## src/rtl/div_share_pkg.sv

```systemverilog
// Shared types and constants for the divider-sharing arbiter.
// Saturation constants are the quotients reported for division by zero when DIV_ZERO_CHECK_EN is set.
package div_share_pkg;

  localparam int DIV_WIDTH = 128;

  typedef enum logic [1:0] {
    IDLE,
    ISSUE,
    WAIT,
    CAPTURE
  } div_state_t;

  localparam logic [DIV_WIDTH-1:0] Q_MAX = {1'b0, {(DIV_WIDTH-1){1'b1}}};
  localparam logic [DIV_WIDTH-1:0] Q_MIN = {1'b1, {(DIV_WIDTH-1){1'b0}}};

endpackage

```

## src/rtl/div_share_arbiter_rr_arbiter.sv

```systemverilog
// Combinational round-robin picker: first set request at or after rr_ptr, wrapping.
// The pointer itself is owned by the parent.
module rr_arbiter #(
  parameter int NUM_REQ = 4,
  parameter int IDX_W   = $clog2(NUM_REQ)
) (
  input  logic [NUM_REQ-1:0] req,
  input  logic [IDX_W-1:0]   rr_ptr,
  output logic [NUM_REQ-1:0] winner_oh,
  output logic [IDX_W-1:0]   winner_idx
);

  logic [IDX_W-1:0]   cand_idx [NUM_REQ];
  logic [NUM_REQ-1:0] cand_req;

  // cand_idx[k] is the requester k places after the pointer.
  generate
    for (genvar gi = 0; gi < NUM_REQ; gi++) begin : g_rot
      assign cand_idx[gi] = IDX_W'((int'(rr_ptr) + gi) % NUM_REQ);
      assign cand_req[gi] = req[cand_idx[gi]];
    end
  endgenerate

  always_comb begin
    winner_idx = '0;
    winner_oh  = '0;
    for (int k = NUM_REQ - 1; k >= 0; k--) begin
      if (cand_req[k]) begin
        winner_idx = cand_idx[k];
      end
    end
    if (|req) begin
      winner_oh = NUM_REQ'(1) << winner_idx;
    end
  end

endmodule

```

## src/rtl/div_share_arbiter.sv

```systemverilog
// Shares one fixed-latency signed divider between NUM_REQ requesters, round-robin.
// Optional macro DIV_ZERO_CHECK_EN: bypass and saturate on a zero divisor, adds div_zero_err.
module div_share_arbiter
  import div_share_pkg::*;
#(
  parameter int NUM_REQ     = 4,
  parameter int WIDTH       = DIV_WIDTH,
  parameter int DIV_LATENCY = 202,
  parameter int CNT_W       = 9
) (
  input  logic                     clk,
  input  logic                     rst,
  input  logic [NUM_REQ-1:0]       req,
  input  logic [NUM_REQ*WIDTH-1:0] x_in,
  input  logic [NUM_REQ*WIDTH-1:0] y_in,
  output logic [NUM_REQ-1:0]       gnt,
  output logic [NUM_REQ-1:0]       done,
  output logic [WIDTH-1:0]         q_out,
  output logic                     busy,
  output logic [WIDTH-1:0]         div_x,
  output logic [WIDTH-1:0]         div_y,
  output logic                     div_start,
  input  logic [WIDTH-1:0]         div_q
`ifdef DIV_ZERO_CHECK_EN
  ,
  output logic                     div_zero_err
`endif
);

  localparam int IDX_W = $clog2(NUM_REQ);
  localparam logic [CNT_W-1:0] LAST_CNT = CNT_W'(DIV_LATENCY - 1);
`ifdef DIV_ZERO_CHECK_EN
  localparam logic [WIDTH-1:0] SAT_POS = {1'b0, {(WIDTH-1){1'b1}}};
  localparam logic [WIDTH-1:0] SAT_NEG = {1'b1, {(WIDTH-1){1'b0}}};
`endif

  div_state_t         state_reg;
  logic [CNT_W-1:0]   cnt_reg;
  logic [IDX_W-1:0]   rr_ptr_reg;
  logic [IDX_W-1:0]   tag_reg;
  logic               bypass_reg;
  logic [WIDTH-1:0]   bypass_q_reg;
  logic [NUM_REQ-1:0] gnt_reg;
  logic [NUM_REQ-1:0] done_reg;
  logic [WIDTH-1:0]   q_out_reg;
  logic               busy_reg;
  logic [WIDTH-1:0]   div_x_reg;
  logic [WIDTH-1:0]   div_y_reg;
  logic               div_start_reg;
`ifdef DIV_ZERO_CHECK_EN
  logic               zero_err_pend_reg;
  logic               div_zero_err_reg;
`endif

  logic [WIDTH-1:0]   x_arr [NUM_REQ];
  logic [WIDTH-1:0]   y_arr [NUM_REQ];
  logic [NUM_REQ-1:0] win_oh;
  logic [IDX_W-1:0]   win_idx;
  logic [IDX_W-1:0]   ptr_next;
  logic [WIDTH-1:0]   win_x;
  logic [WIDTH-1:0]   win_y;

  generate
    for (genvar gi = 0; gi < NUM_REQ; gi++) begin : g_slice
      assign x_arr[gi] = x_in[gi*WIDTH +: WIDTH];
      assign y_arr[gi] = y_in[gi*WIDTH +: WIDTH];
    end
  endgenerate

  rr_arbiter #(
    .NUM_REQ (NUM_REQ),
    .IDX_W   (IDX_W)
  ) u_rr_arbiter (
    .req        (req),
    .rr_ptr     (rr_ptr_reg),
    .winner_oh  (win_oh),
    .winner_idx (win_idx)
  );

  assign win_x    = x_arr[win_idx];
  assign win_y    = y_arr[win_idx];
  assign ptr_next = (win_idx == IDX_W'(NUM_REQ - 1)) ? '0 : win_idx + 1'b1;

  always_ff @(posedge clk) begin
    if (rst) begin
      state_reg     <= IDLE;
      cnt_reg       <= '0;
      rr_ptr_reg    <= '0;
      tag_reg       <= '0;
      bypass_reg    <= 1'b0;
      bypass_q_reg  <= '0;
      gnt_reg       <= '0;
      done_reg      <= '0;
      q_out_reg     <= '0;
      busy_reg      <= 1'b0;
      div_x_reg     <= '0;
      div_y_reg     <= '0;
      div_start_reg <= 1'b0;
`ifdef DIV_ZERO_CHECK_EN
      zero_err_pend_reg <= 1'b0;
      div_zero_err_reg  <= 1'b0;
`endif
    end else begin
      gnt_reg       <= '0;
      done_reg      <= '0;
      div_start_reg <= 1'b0;
`ifdef DIV_ZERO_CHECK_EN
      div_zero_err_reg <= 1'b0;
`endif
      case (state_reg)
        IDLE: begin
          if (cnt_reg != LAST_CNT) begin
            // After reset the divider may still be busy with an aborted job.
            cnt_reg  <= cnt_reg + 1'b1;
            busy_reg <= 1'b0;
          end else if (|req) begin
            gnt_reg    <= win_oh;
            div_x_reg  <= win_x;
            div_y_reg  <= win_y;
            tag_reg    <= win_idx;
            rr_ptr_reg <= ptr_next;
            busy_reg   <= 1'b1;
`ifdef DIV_ZERO_CHECK_EN
            zero_err_pend_reg <= 1'b0;
`endif
            if (win_x == '0) begin
              bypass_reg   <= 1'b1;
              bypass_q_reg <= '0;
              state_reg    <= CAPTURE;
            end
`ifdef DIV_ZERO_CHECK_EN
            else if (win_y == '0) begin
              bypass_reg        <= 1'b1;
              bypass_q_reg      <= win_x[WIDTH-1] ? SAT_NEG : SAT_POS;
              zero_err_pend_reg <= 1'b1;
              state_reg         <= CAPTURE;
            end
`endif
            else begin
              bypass_reg <= 1'b0;
              state_reg  <= ISSUE;
            end
          end else begin
            busy_reg <= 1'b0;
          end
        end
        ISSUE: begin
          div_start_reg <= 1'b1;
          cnt_reg       <= '0;
          state_reg     <= WAIT;
        end
        WAIT: begin
          if (cnt_reg == LAST_CNT) begin
            state_reg <= CAPTURE;
          end else begin
            cnt_reg <= cnt_reg + 1'b1;
          end
        end
        CAPTURE: begin
          // Leaving the counter at LAST_CNT lets IDLE grant again straight away.
          q_out_reg <= bypass_reg ? bypass_q_reg : div_q;
          done_reg  <= NUM_REQ'(1) << tag_reg;
          cnt_reg   <= LAST_CNT;
          state_reg <= IDLE;
`ifdef DIV_ZERO_CHECK_EN
          div_zero_err_reg <= zero_err_pend_reg;
`endif
        end
        default: state_reg <= IDLE;
      endcase
    end
  end

  assign gnt       = gnt_reg;
  assign done      = done_reg;
  assign q_out     = q_out_reg;
  assign busy      = busy_reg;
  assign div_x     = div_x_reg;
  assign div_y     = div_y_reg;
  assign div_start = div_start_reg;
`ifdef DIV_ZERO_CHECK_EN
  assign div_zero_err = div_zero_err_reg;
`endif

endmodule

```

## config.mk

```make
export PLATFORM = sky130hd
export DESIGN_NAME = div_share_arbiter
export DESIGN_NICKNAME = d
export VERILOG_FILES = /design/src/rtl/div_share_pkg.sv /design/src/rtl/div_share_arbiter_rr_arbiter.sv /design/src/rtl/div_share_arbiter.sv
export SDC_FILE = /design/constraint.sdc
export NUM_CORES = 1
export LEC_CHECK = 0
export CAP_MARGIN = 20
export CORE_AREA = 10 10 588 590
export CTS_CLUSTER_DIAMETER = 120
export DETAILED_ROUTE_END_ITERATION = 8
export DIE_AREA = 0 0 598 600
export PLACE_DENSITY = 0.3
export SYNTH_ARGS = -nofsm -noshare
export SYNTH_HDL_FRONTEND = slang
export SYNTH_HIERARCHICAL = 1
export SYNTH_SLANG_ARGS = --single-unit
```

## constraint.sdc

```tcl
create_clock -name clk -period 3.3 [get_ports clk]
set_input_delay 0.33 -clock clk [delete_from_list [all_inputs] [get_ports clk]]
set_output_delay 0.33 -clock clk [all_outputs]
set_load 0.02 [all_outputs]
```

==> Word-level counts from Yosys, hierarchy flattened <==
Index checks and enable logic that the tools add are counted.
{ "word_totals": {"register_bits": 410, "in_bits": 1158, "output_inout_bits": 394, "wordCells": 80} }
{ "op_classes": {"addsub": 5, "magnitude_cmp": 5, "eq_ne": 11, "n_shift": 2, "muxes": 32, "bitwise": 5, "n_reduce_logical": 8} }
{ "ops": {"columns": ["operator", "count"], "rows": [
  ["128-bit two-way mux", 5],
  ["128-bit binary-select mux with 2-bit select", 2],
  ["128-bit logical NOT", 1],
  ["9-bit case mux with 4 select lines", 1],
  ["2-bit two-way mux", 9],
  ["9-bit two-way mux", 2],
  ["2-bit by 3-bit < comparator with 1-bit output, second input constant", 4],
  ["2-bit inequality test, second input constant", 5],
  ["9-bit by 1-bit adder with 9-bit output, second input constant", 1],
  ["9-bit by 8-bit equality test with 1-bit output, second input constant", 1],
  ["9-bit by 8-bit inequality test with 1-bit output, second input constant", 1],
  ["1-bit binary-select mux with 2-bit select", 4],
  ["1-bit two-way mux", 8],
  ["2-bit case mux with 4 select lines", 1],
  ["4-bit OR reduction", 2],
  ["1-bit by 2-bit left shift with 4-bit output, first input constant", 2],
  ["2-bit equality test, second input constant", 3],
  ["3-bit AND reduction", 2],
  ["2-bit by 1-bit adder with 2-bit output, second input constant", 2],
  ["2-bit adder, second input constant", 2],
  ["1-bit NOT", 4],
  ["3-bit >= comparator, second input constant", 1],
  ["2-bit NOT with 3-bit output", 1],
  ["2-bit by 1-bit equality test with 1-bit output, second input constant", 1],
  ["3 further kinds", 3]
]} }

==> Logic depth before layout (Yosys ltp) <==
Gate-level depths: netlist of run 1.
{ "depth": {"depth_word": 16, "mapped_depth": 13, "mapped_depth_nobuf": 9} }

==> By module <==
The synthesis of run 1 kept the hierarchy.
{ "by_module_without_submodules": {"columns": ["mod", "instances", "cells_each", "area_per_inst_um2", "seq_area_each_um2"], "rows": [
  ["div_share_arbiter", 1, 2145, 20761.2, 8207.9],
  ["rr_arbiter", 1, 31, 203.9, 0.0]
]} }

==> Worst setup path before layout of run 1 <==
OpenSTA, ideal clock, no wires.
{ "synth_timing": {"path_type": "input to register", "from": "input port req[0]", "to": "register bypass_reg", "setup_ns": 0.069, "arrival_time_ns": 2.741, "required_ns": 3.231, "path_slack_ns": 0.491, "stages": 13, "n_path_buf": 4, "cell_sequence": "buf_4 -> a21oi_1 -> o21ai_1 -> o2bb2a_1 -> clkbuf_1 -> buf_2 -> clkbuf_1 -> mux4_2 -> nor4_1 -> nand4_1 -> nor4_1 -> nand2_1 -> o21ai_1"} }
{ "synth_between": {"elab_chain_cells": 12, "elab_cells_between_ends": 20, "classes_between": "16 x mux; 1 x bitwise; 3 x reduce/logical"} }
{ "synth_rtl": {"columns": ["item", "line", "text"], "rows": [
  ["from (decl)", "div_share_arbiter.sv:13", "input logic [NUM_REQ-1:0] req,"],
  ["1-bit binary-select mux with 2-bit select", "div_share_arbiter_rr_arbiter.sv:20", "assign cand_req[gi] = req[cand_idx[gi]];"],
  ["1-bit two-way mux (implied by the code)", "div_share_arbiter_rr_arbiter.sv:20", null],
  ["2-bit two-way mux (3 in series)", "div_share_arbiter_rr_arbiter.sv:28", "if (cand_req[k]) begin"],
  ["2-bit two-way mux (*)", "div_share_arbiter_rr_arbiter.sv:28", null],
  ["net win_idx[1]", "div_share_arbiter.sv:58", "logic [IDX_W-1:0] win_idx;"],
  ["2-bit NOT with 3-bit output (implied by the code) (*)", "div_share_arbiter.sv:80", "assign win_x = x_arr[win_idx];"],
  ["128-bit binary-select mux with 2-bit select (*)", "div_share_arbiter.sv:80", null],
  ["128-bit two-way mux (implied by the code) (*) (2 in series)", "div_share_arbiter.sv:80", null],
  ["128-bit logical NOT (*)", "div_share_arbiter.sv:126", "if (win_x == '0) begin"],
  ["1-bit two-way mux (*)", "div_share_arbiter.sv:126", null],
  ["to (signal assigned)", "div_share_arbiter.sv:90", "bypass_reg <= 1'b0;"],
  ["to (signal assigned)", "div_share_arbiter.sv:127", "bypass_reg <= 1'b1;"],
  ["to (signal assigned)", "div_share_arbiter.sv:140", "bypass_reg <= 1'b0;"],
  ["to (decl)", "div_share_arbiter.sv:41", "logic bypass_reg;"]
]} }
The timed path passes the listed nets; every way through them passes the cells marked *. The select of a mux whose other input is x is not followed.
A chain may end at the register's enable or synchronous reset.

==> Final worst setup path of run 1 <==
{ "layout_timing": {"from": "register rr_ptr_reg[1]", "to": "register state_reg[1]"} }
{ "layout_between": {"elab_chain_cells": 16, "elab_cells_between_ends": 24, "classes_between": "3 x add/sub; 19 x mux; 1 x bitwise; 1 x reduce/logical"} }
{ "layout_rtl": {"columns": ["item", "line", "text"], "rows": [
  ["from (decl)", "div_share_arbiter.sv:39", "logic [IDX_W-1:0] rr_ptr_reg;"],
  ["from (signal assigned)", "div_share_arbiter.sv:121", "rr_ptr_reg <= ptr_next;"],
  ["2-bit adder", "div_share_arbiter_rr_arbiter.sv:19", "assign cand_idx[gi] = IDX_W'((int'(rr_ptr) + gi) % NUM_REQ);"],
  ["1-bit binary-select mux with 2-bit select", "div_share_arbiter_rr_arbiter.sv:20", null],
  ["1-bit two-way mux (implied by the code)", "div_share_arbiter_rr_arbiter.sv:20", null],
  ["2-bit two-way mux (3 in series)", "div_share_arbiter_rr_arbiter.sv:28", null],
  ["2-bit two-way mux (*)", "div_share_arbiter_rr_arbiter.sv:28", null],
  ["net win_idx[0]", "div_share_arbiter.sv:58", null],
  ["2-bit NOT with 3-bit output (implied by the code) (*)", "div_share_arbiter.sv:80", null],
  ["128-bit binary-select mux with 2-bit select (*)", "div_share_arbiter.sv:80", null],
  ["128-bit two-way mux (implied by the code) (*) (2 in series)", "div_share_arbiter.sv:80", null],
  ["128-bit logical NOT (*)", "div_share_arbiter.sv:126", null],
  ["2-bit two-way mux (*)", "div_share_arbiter.sv:126", null],
  ["2-bit two-way mux (*)", "div_share_arbiter.sv:116", "end else if (|req) begin"],
  ["2-bit two-way mux (*)", "div_share_arbiter.sv:112", "if (cnt_reg != LAST_CNT) begin"],
  ["2-bit case mux with 4 select lines (*)", "div_share_arbiter.sv:110", "case (state_reg)"],
  ["to (signal assigned)", "div_share_arbiter.sv:129", "state_reg <= CAPTURE;"],
  ["to (signal assigned)", "div_share_arbiter.sv:141", "state_reg <= ISSUE;"],
  ["to (signal assigned)", "div_share_arbiter.sv:150", "state_reg <= WAIT;"],
  ["to (decl)", "div_share_arbiter.sv:37", "div_state_t state_reg;"]
]} }
Marked as above.

==> flow_summary.toml, run 1 <==
[run_status]
run_status = "finished, violations left"
failed_checks = "negative setup slack"

[final_layout]
n_fill_cell = 37789
drive_above_1_share = 0.1493
finish.net_count = 4948
areaGrowthSynthToFinish_pct = 119.2

[grt]
grt_start_max_net_pins = 134
overflow = 0
grt_antenna_before_repair = 398
via_count_of_the_first_global_routing_pass = 26552
global_route.usage.met3 = 0.09434
grt_first_pass_wirelength_um = 386900
groute.layer.met2.usage = 0.3049
globalRouteTotalUtil = 0.1724
gr-max-usage-layer = "met2"
grt.met1_usage = 0.1791

[sta]
totalNegativeSetupSlack_ns = -0.3824
final.min_clock_period_ns = 3.494
tightest_slew_ns = 1.200
maxSlewViolCount = 0
upper_clock_frequency_limit_mhz = 286.2
worst_clock_skew_ns = 0.05404
rsz0062_at_grt = "yes"
setup_violations = 2
max-slew-margin-rel = 0.1998
final_hold_viol_count = 0
final.period_utilization = 1.059
final_critical_path_setup_slack_ns = -0.1942

[logic_synthesis]
syn_area_mm2 = 0.02097
synth_async_sr_flop_share = 0
postSynthAreaPerCell_um2 = 9.635
post_synthesis_cells = 2176
post_synth_num_cell_types = 44
synth_area_leaders = "sky130_fd_sc_hd__dfxtp_1 (39%), sky130_fd_sc_hd__mux4_2 (28%), sky130_fd_sc_hd__a21oi_1 (9.5%)"
ff_latch_count_synth = 410
synth_top_area_cell = "sky130_fd_sc_hd__dfxtp_1"
postSynth.topFlopCell = "sky130_fd_sc_hd__dfxtp_1"
ys_seq_area_frac = 0.3915
synth.net_count = 3341
count_of_flip_flops_with_a_built_in_enable_after_synthesis = 0
synth.top_cell.area_share = 0.3915
synth_warnings = 6

[place]
placement.setup.worst_slack_ns = -1.071
placement.io_buffers = 1551
globalplace.congestion = 0.9379
dp_hpwl_um = 291700

[floorplanning]
core.rowCount = 212
die_width_um = 598
initial_util = 0.06293
coreArea_mm2 = 0.3332
die_area_mm2 = 0.3588
fp.dieH_um = 600
ports_placed_on_the_boundary = 1552

[worst_setup_path]
worst_setup_path_startpoint = "rr_ptr_reg[1]"
max_stage_delay_ns = 0.54
crit_path_top_delay_cell = "sky130_fd_sc_hd__mux4_2"
cp-end-kind = "flip-flop"
worstSetupStartpointType = "flip-flop"
worstPathMaxFanout = 7
path_class = "reg2reg"
crit_required_ns = 4.02
worstRegToRegCells = 15
crit_end = "state_reg[1]"
crit-reg2reg-capture = "state_reg[1]"
arrival_ns = 4.21
worst_path_cell_chain = "mux2i_1 -> o22ai_2 -> a31oi_4 -> buf_12 -> buf_6 -> buf_16 -> buf_8 -> mux4_2 -> nor4_4 -> buf_4 -> nand4_1 -> nor4_4 -> buf_6 -> nand2_4 -> o21ai_1"
r2r-start = "rr_ptr_reg[1]"
timing.reg2reg.setup_slack_ns = -0.19

[clocking]
tritoncts_num_sinks = 410
cts_tree = "yes"
clk_transition_reported_paths_ns = 0.06
ctsLongestPathBuffers = 4
h-tree-depth = 3
clockRootBuffer = "sky130_fd_sc_hd__clkbuf_16"
clkLatencyLatePin_ns = 0.78
tritoncts_buffer_count = 75

[min_path]
min-delay-path-class = "in2reg"
holdCritStartpoint = "div_q[73]"

[routing]
wl_um = 325400
detailedRoute.firstIterationViolations = 2706
vias_per_cell = 3.283
post-route-drc-count = 0
wire_per_inst_um = 38.98
drt-pass1-iter-count = 5
vias = 27404
route.antenna.remaining_nets = 0

[pwr]
powerDensity_mw_per_mm2 = 356.6
worst_ir_drop_vdd_v = 0.0002704
leakagePower_nw = 14.55

[job]
timing.max_cap.violations = 0
-- per-stage QoR --
stage                     instances  hold WS, ns  total power, W  cell area (um2)    util
final                          8347       0.1558         0.01639            45950  0.1379
after global routing           8274       0.1204         0.01696            45770  0.1374
after CTS                      8207      0.05594         0.01675            45490  0.1365
after detailed placement       8067       0.4485        0.008203            42690  0.1281
after global placement         8066       0.4448        0.008209            42690  0.1281
after floorplan                2176       0.4493        0.005974            20970       -
-- area by class of cell --
class | instances | area, um2 | share of cell area
Clock buffer | 99 | 2067 | 0.04498
Multi-Input combinational cell | 1563 | 12110 | 0.2635
Timing Repair Buffer | 1725 | 17370 | 0.3780
Antenna cell | 128 | 320.3 | 0.006971
Inverter | 8 | 30.03 | 0.0006535
Clock inverter | 27 | 359.1 | 0.007815
Tap cell | 4387 | 5489 | 0.1195
Sequential cell | 410 | 8209 | 0.1786
-- Yosys cell counts, types with 3 or more instances --
master,instances
sky130_fd_sc_hd__buf_2,48
sky130_fd_sc_hd__dfxtp_1,410
sky130_fd_sc_hd__mux4_2,256
sky130_fd_sc_hd__and2_1,6
sky130_fd_sc_hd__and3_1,3
sky130_fd_sc_hd__buf_4,5
sky130_fd_sc_hd__nand4_1,9
sky130_fd_sc_hd__clkbuf_1,124
sky130_fd_sc_hd__nand3_1,4
sky130_fd_sc_hd__nor4b_1,3
sky130_fd_sc_hd__inv_1,8
sky130_fd_sc_hd__buf_1,12
sky130_fd_sc_hd__buf_6,6
sky130_fd_sc_hd__nand2_1,524
sky130_fd_sc_hd__xor2_1,3
sky130_fd_sc_hd__nor2b_1,132
sky130_fd_sc_hd__nor2_1,144
sky130_fd_sc_hd__nor4_1,35
sky130_fd_sc_hd__a21oi_1,398
sky130_fd_sc_hd__ha_1,7
sky130_fd_sc_hd__o21ai_0,6
sky130_fd_sc_hd__o21ai_1,4
-- worst min path at each step --
| stage | slack [ns] | depth (start not counted) | end |
|---|---|---|---|
| 2_1_floorplan | 0.45 | 1 | done[1] |
| 3_3_place_gp | 0.44 | 2 | div_y[116] |
| 3_5_place_dp | 0.45 | 2 | div_y[58] |
| 4_1_cts | 0.06 | 3 | q_out[72] |
| 5_1_grt | 0.12 | 3 | q_out[78] |
| 6_report | 0.16 | 3 | q_out[73] |
-- worst max-delay path: cells and delay by family, from the launching register on --
kind            cells  cell delay (ns)
buf+inv             6             0.92
flops               1             0.36
simple gates        4             0.93
compound gates      3             0.41
mux                 2             0.75
-- placed cells by master, fill, tap and decap left out, drive strengths merged, types with 2 or more instances in the layout --
master         netlist  routed
mux4               256     256
clkbuf             124      99
nor2               144     144
clkinv               0       9
o21ai               10      10
nand3                4       4
buf                 71     174
o221a                2       2
o211ai               2       2
xor2                 3       3
xnor2                2       2
nand4                9       9
nand2              524     524
nor4b                3       3
ha                   7       7
and3                 3       3
a21oi              398     398
nor4                35      35
a21boi               2       2
diode                0     128
clkdlybuf4s50        0    1550
and2                 6       6
or2                  2       2
clkinvlp             0       3
nor4bb               2       2
dfxtp              410     410
inv                  8      16
nand2b               2       2
bufinv               0       7
nor2b              132     132
-- timing repair --
action	CTS	global route
pin swaps	9	8
resized for setup	31	14
setup buffers	12	13
endpoints found under the hold margin	51	0
cloned	3	0
endpoints found under the setup margin	2	43
hold buffers	1	0
-- metal layers --
layer | share of wire | wire length [um]
met5 | 0.0043 | 1411
met2 | 0.49 | 159800
met4 | 0.032 | 10410
met3 | 0.13 | 42130
met1 | 0.34 | 111600
-- where the power goes --
part | total, W | switching [W] | internal (W)
sequential | 0.00496 | 0.00000328 | 0.00496
combinational | 0.00325 | 0.00127 | 0.00198
clock | 0.00818 | 0.00324 | 0.00494
-- cell families after synthesis --
kind of cell | Yosys count | share of synthesized area
and+or+nand+nor | 870 | 0.1805
AOI/OAI and AO/OA | 423 | 0.1034
DFF | 410 | 0.3915
muxes | 258 | 0.2760
buffers and inverters | 203 | 0.04225
adders and majority gates | 7 | 0.004177
xor gates and xnor gates | 5 | 0.002089
No activity file was read; power rests on OpenSTA's default activity.
==> inputs of run 2 (changes only) <==
--- a/config.mk
+++ b/config.mk
@@ -6,10 +6,10 @@
 export NUM_CORES = 1
 export LEC_CHECK = 0
 export CAP_MARGIN = 20
-export CORE_AREA = 10 10 588 590
+export CORE_AREA = 2 2 598 600
 export CTS_CLUSTER_DIAMETER = 120
 export DETAILED_ROUTE_END_ITERATION = 8
-export DIE_AREA = 0 0 598 600
+export DIE_AREA = 0 0 600 602
 export PLACE_DENSITY = 0.3
 export SYNTH_ARGS = -nofsm -noshare
 export SYNTH_HDL_FRONTEND = slang
==> run 2 against run 1 <==
Net effect:
- the flow still finishes with violations (negative setup slack)
- fmax increased by 0.55%
- sequential power about the same
- critical path depth decreased by 1
- first-iteration DRC count decreased by 35%
- via count decreased by 2.8%
- sequential cell count unchanged
- combinational power increased by 4%
- critical path type unchanged
- largest cell class unchanged
==> flow_summary.toml, run 2 (synthesis gave the netlist of run 1 again) <==
[sta]
setup_violations = 2
upper_clock_frequency_limit_mhz = 287.8
fin_worst_hold_slack_ns = 0.1522
worst_clock_skew_ns = 0.07967
final.period_utilization = 1.053
maxSlewViolCount = 0
tightest_slew_ns = 1.412
final_critical_path_setup_slack_ns = -0.1750
final_hold_viol_count = 0
rsz0062_at_grt = "yes"
totalNegativeSetupSlack_ns = -0.3428
max-slew-margin-rel = 0.05852
final.min_clock_period_ns = 3.475

[final_layout]
finish.net_count = 4998
drive_above_1_share = 0.1599
mostFrequentLayoutCell = "sky130_fd_sc_hd__clkdlybuf4s50_1"
n_fill_cell = 40335
areaGrowthSynthToFinish_pct = 122.2
mostFrequentLayoutCells = "sky130_fd_sc_hd__clkdlybuf4s50_1 (1550), sky130_fd_sc_hd__nand2_1 (522), sky130_fd_sc_hd__dfxtp_1 (409), sky130_fd_sc_hd__a21oi_1 (398), sky130_fd_sc_hd__mux4_2 (256)"
final_design_area_no_fill_mm2 = 0.04658

[routing]
post-route-drc-count = 0
vias_per_cell = 3.065
drt-pass1-iter-count = 5
route.antenna.remaining_nets = 0
detailedRoute.firstIterationViolations = 1766
wl_um = 294500
vias = 26637
wire_per_inst_um = 33.88

[floorplanning]
ports_placed_on_the_boundary = 1552
die_area_mm2 = 0.3612
fp.dieH_um = 602
die_width_um = 600
core.rowCount = 219
coreArea_mm2 = 0.3548
initial_util = 0.05908

[grt]
globalRouteTotalUtil = 0.1564
grt_start_max_net_pins = 134
grt_antenna_before_repair = 273
overflow = 0
grt_first_pass_wirelength_um = 353300
via_count_of_the_first_global_routing_pass = 26455

[place]
dp_hpwl_um = 261500
placement.io_buffers = 1551
detailed_place.area_mm2 = 0.04356
globalplace.congestion = 0.9133

[min_path]
holdCritStartpoint = "div_q[72]"
hold_path_end = "q_out[72]"
holdPathStages = 3
min-delay-path-class = "in2reg"

[run_status]
run_status = "finished, violations left"
failed_checks = "negative setup slack"

[pwr]
powerDensity_mw_per_mm2 = 340.5
worst_ir_drop_vdd_v = 0.0003212
leakagePower_nw = 14.78

[clocking]
tritoncts_buffer_count = 72
clkLatencyLatePin_ns = 0.80
clk_transition_reported_paths_ns = 0.06
ctsLongestPathBuffers = 4
clockRootBuffer = "sky130_fd_sc_hd__clkbuf_16"
tritoncts_num_sinks = 410
cts_tree = "yes"
h-tree-depth = 3

[job]
timing.max_cap.violations = 0

[worst_setup_path]
cp-end-kind = "flip-flop"
crit_required_ns = 4.03
worstSetupStartpointType = "flip-flop"
worstRegToRegCells = 14
timing.reg2reg.setup_slack_ns = -0.18
cp.buffers_inverters = 5
path_class = "reg2reg"
r2r-start = "rr_ptr_reg[1]"
crit-reg2reg-capture = "state_reg[1]"
arrival_ns = 4.20
cp_top_family = "simple AND/OR/NAND/NOR gates"
max_stage_delay_ns = 0.54
worst_path_cell_chain = "mux2i_2 -> o22ai_2 -> a31oi_4 -> buf_12 -> buf_16 -> buf_8 -> mux4_2 -> nor4_4 -> buf_4 -> nand4_1 -> nor4_4 -> buf_4 -> nand2_4 -> o21ai_1"
worstPathMaxFanout = 7
crit_path_top_delay_cell = "sky130_fd_sc_hd__mux4_2"
==> run 2: cell count changes in the layout (fill, tap and decap cells not counted), sizes merged, moves of 2 or more <==
| cell | before | now |
|---|---|---|
| clkbuf | 99 | 104 |
| buf | 174 | 221 |
| clkinvlp | 3 | 1 |
| bufinv | 7 | 2 |
| diode | 128 | 63 |
| clkinv | 9 | 11 |
==> run 2: power breakdown <==
part | internal, W | switching, W | leakage [nW]
clock network | 0.00439 | 0.00313 | 1.08
registers | 0.00495 | 0.00000348 | 3.30
logic | 0.00204 | 0.00134 | 10.4
==> run 2: layout make-up <==
type                       count  area [um2]  area share
antenna                       63       157.7    0.003385
clock buffer                  98        1999     0.04293
clock inverter                21       198.9    0.004271
inverter                       8       30.03   0.0006447
multi-input combinational   1563       12130      0.2605
sequential                   410        8212      0.1763
tap                         4751        5944      0.1276
timing repair buffer        1778       17900      0.3844
==> run 2: worst max-delay path by stage <==
stage | startpoint | to | slack (ns) | depth (start not counted)
floorplan | req[0] | bypass_reg | 0.49 | 13
CTS | rr_ptr_reg[1] | state_reg[1] | -0.22 | 14
global placement | req[1] | state_reg[1] | -1.57 | 14
detailed placement | req[1] | state_reg[1] | -1.57 | 14
global route | rr_ptr_reg[1] | state_reg[1] | -0.31 | 14
finish | rr_ptr_reg[1] | state_reg[1] | -0.18 | 14
==> run 2: worst min-delay path, cell delays in order <==
cell and delay, ns:
sky130_fd_sc_hd__clkdlybuf4s50_1 0.40, sky130_fd_sc_hd__a21oi_1 0.12, sky130_fd_sc_hd__nor2_1 0.04
==> run 2: timing repair <==
item | 4_1_cts | 5_1_grt
endpoints found under the setup margin | 80 | 58
buffers inserted | 13 | 12
endpoints found under the hold margin | 0 | 7
pin swaps | 4 | 11
hold buffers | 0 | 1
cloned | 1 | 6
resized for setup | 29 | 23
==> run 2: stage by stage <==
step,utilization,instances,worst slack [ns],power (W)
2_1_floorplan,-,2176,0.4905,0.005974
3_3_place_gp,0.1228,8479,-1.572,0.008340
3_5_place_dp,0.1228,8479,-1.568,0.008332
4_1_cts,0.1298,8612,-0.2220,0.01619
5_1_grt,0.1310,8649,-0.3072,0.01647
6_report,0.1313,8692,-0.1750,0.01586
==> run 2: routing by layer <==
| metal | wire [um] | track usage |
|---|---|---|
| met2 | 150300 | 0.2844 |
| met4 | 8400 | 0.03414 |
| met1 | 108700 | 0.1742 |
| met5 | 668 | 0 |
| met3 | 26460 | 0.05230 |
==> patch (config.mk and constraints of run 2) <==
Change the package constant `DIV_WIDTH` from 128 to 124.
--- a/src/rtl/div_share_pkg.sv
+++ b/src/rtl/div_share_pkg.sv
@@ -4,3 +4,3 @@
 
-  localparam int DIV_WIDTH = 128;
+  localparam int DIV_WIDTH = 124;
 
Interface: changed (6 resized); port bits go from 1552 to 1504. The function was not compared with the original's and may differ.
==> patch against run 2 <==
- the flow still finishes with violations (setup timing)
- area after synthesis fell by 2.9%
- global-route usage fell by 0.70 points
- wire length shrank 5.2%
- sequential cell count shrank 12
- power down 0.75%
- cell area shrank 3.3%
- setup slack better by 0.089 ns
- final cell count down 1.8%
- critical endpoint unchanged
==> patch: results (changes against run 2) <==
| Metric | Value |
|---|---|
| Skew final | 0.0586 ns (-0.0211 ns) |
| Vias/cell | 2.95 (-3.9%) |
| Syn Nets | 3,243 (-2.9%) |
| Post-synth top flop | dfxtp_1 |
| Top cells by area, synth | dfxtp_1 (39%), mux4_2 (27%), a21oi_1 (9.5%) |
| Distinct cell type count after synthesis | 44 (unchanged) |
| Setup slack after layout | -0.0861 ns (+0.0889 ns) |
| DR pass1 iterations | 5 (unchanged) |
| Clock Power Share | 0.497 (+0.023) |
| Sequential-to-total area share from yosys stat | 0.392 (about the same) |
| Status | finished with violations |
| Final hold slack | 0.163 ns (+0.0104 ns) |
| Num CTS Buffers | 74 (+2.8%) |
| Worst skew pair latency | 0.78 ns (-0.02 ns) |
| Maximum VDD drop | 275 µV (-14%) |
| Hold Path Cell Cnt | 3 (unchanged) |
| Initial antenna violation count | 230 (-16%) |
| CTS H-tree depth | 3 (unchanged) |
| Port buffer count | 1,503 (-3.1%) |
| Final setup viols | 2 (unchanged) |
| Crit path DAT | 4.09 ns (-0.11 ns) |
| Crit path largest cell delay | 0.53 ns |
| Largest net degree at the start of global routing | 88 (-34%) |
| Placer Congestion | 0.926 (+1.4%) |
| Number of global-route vias before repair | 25,151 (-4.9%) |
| Synth warn | 6 (unchanged) |
| Crit Path Max Fanout | 7 (unchanged) |
| Layout cells sized above 1 | 0.149 (-0.0104) |
| Total clock sinks | 398 (-2.9%) |
| FF-to-FF path depth | 14 (unchanged) |
| Slew headroom | 0.342 (+0.284) |
| Drt initial violations | 1,730 (-2.0%) |
| Worst min path class | input port to flip-flop |
| Post-synth ARST share | 0 (unchanged) |
| Drt wl/cell | 32.7 µm (-3.5%) |
| CTS Buffer Depth | 4 (unchanged) |
| Synth cell count leaders | nand2_1 (508), dfxtp_1 (398), a21oi_1 (387) |
| Violated checks | setup timing |
| First-pass GRT wire length | 336,000 µm (-4.9%) |
| Total track usage | 0.149 (-0.00705) |
| HPWL Detailed | 248,000 µm (-5.1%) |
| Leak | 14.1 nW (-4.6%) |
| Slowest-stage cell, CP | mux4_2 |
| Clock Pin Slew Worst Setup and Hold Paths | 0.06 ns (about the same) |
| Nets@finish | 4,793 (-4.1%) |
| Switching pwr | 0.00427 W (-4.4%) |
| Clock root cell | clkbuf_16 |
| Global route overflow | 0 (unchanged) |
==> patch: cell types whose count changed after synthesis, moves of 2 or more <==
cell / run 2 / this run
dfxtp_1: 410 / 398
buf_2: 48 / 41
nor2b_1: 132 / 128
nand2_1: 524 / 508
mux4_2: 256 / 248
nor2_1: 144 / 142
a21oi_1: 398 / 387
==> patch: metrics by stage <==
| stage | cells | instance area [µm²] | util | setup TNS, ns | worst slack (ns) |
|---|---|---|---|---|---|
| after global routing | 8495 | 44900 | 0.127 | -0.275 | -0.138 |
| after CTS | 8453 | 44700 | 0.126 | -0.183 | -0.102 |
| after floorplan | 2114 | 20400 | - | 0 | 0.489 |
| after detailed placement | 8321 | 42100 | 0.119 | -11.58 | -1.43 |
| after global placement | 8320 | 42100 | 0.119 | -11.47 | -1.93 |
| final | 8533 | 45000 | 0.127 | -0.172 | -0.0861 |
==> patch: final cells by class <==
class | instances | area, µm²
fillers | 40412 | 310000
clock inverters | 21 | 231
multi-input cells | 1519 | 11800
flip-flops and latches | 398 | 7970
clock buffers | 104 | 2120
well taps | 4751 | 5940
inverters | 7 | 26.3
diodes | 69 | 173
repair buffers | 1664 | 16800
==> patch: cell families after synthesis <==
logic type               after synthesis  synth area share
AO/OA/AOI/OAI                        411             0.103
XOR/XNOR                               5           0.00215
adder cells (fa/ha/maj)                7           0.00430
buffers and inverters                197            0.0422
flip-flops                           398             0.392
multiplexers                         250             0.275
AND/OR/NAND/NOR                      846             0.181
==> patch: power by group through the flow <==
stage	combinational, W	sequential (W)	clock, W
after detailed placement	0.00304	0.00492	0
after global placement	0.00304	0.00492	0
after CTS	0.00310	0.00481	0.00822
after global routing	0.00321	0.00481	0.00832
final	0.00310	0.00482	0.00783
after floorplan	0.000882	0.00492	0
==> patch: critical path, delay by kind of cell (launching register included) <==
kind	cells	cell delay, ns
mux	2	0.75
flops	1	0.35
buf+inv	5	0.84
compound gates	3	0.45
simple gates	4	0.89
==> patch: final timing paths <==
check | from | endpoint
hold / removal | div_q[47] | q_out[47]
setup / recovery | rr_ptr_reg[1] | state_reg[1]
hold reg to reg | div_x[56] | div_x[56]
setup reg to reg | rr_ptr_reg[1] | state_reg[1]
==> patch: what timing repair did <==
action                                 CTS  global route
cloned                                   1             0
hold buffers                             1             0
setup endpoints to repair                2             2
pin swaps                               11             8
setup buffers                            7            12
gates resized for setup                 29             9
endpoints found under the hold margin    5             0
==> patch: metal layers <==
layer | up-vias | wire (µm) | GRT usage | part of all wire
met5 | - | 812 | 0 | 0.0029
met4 | 120 | 8570 | 0.0382 | 0.031
met3 | 469 | 28900 | 0.0688 | 0.10
met2 | 1256 | 143000 | 0.271 | 0.51
met1 | 12545 | 97700 | 0.153 | 0.35
li1 | 10749 | - | - | -
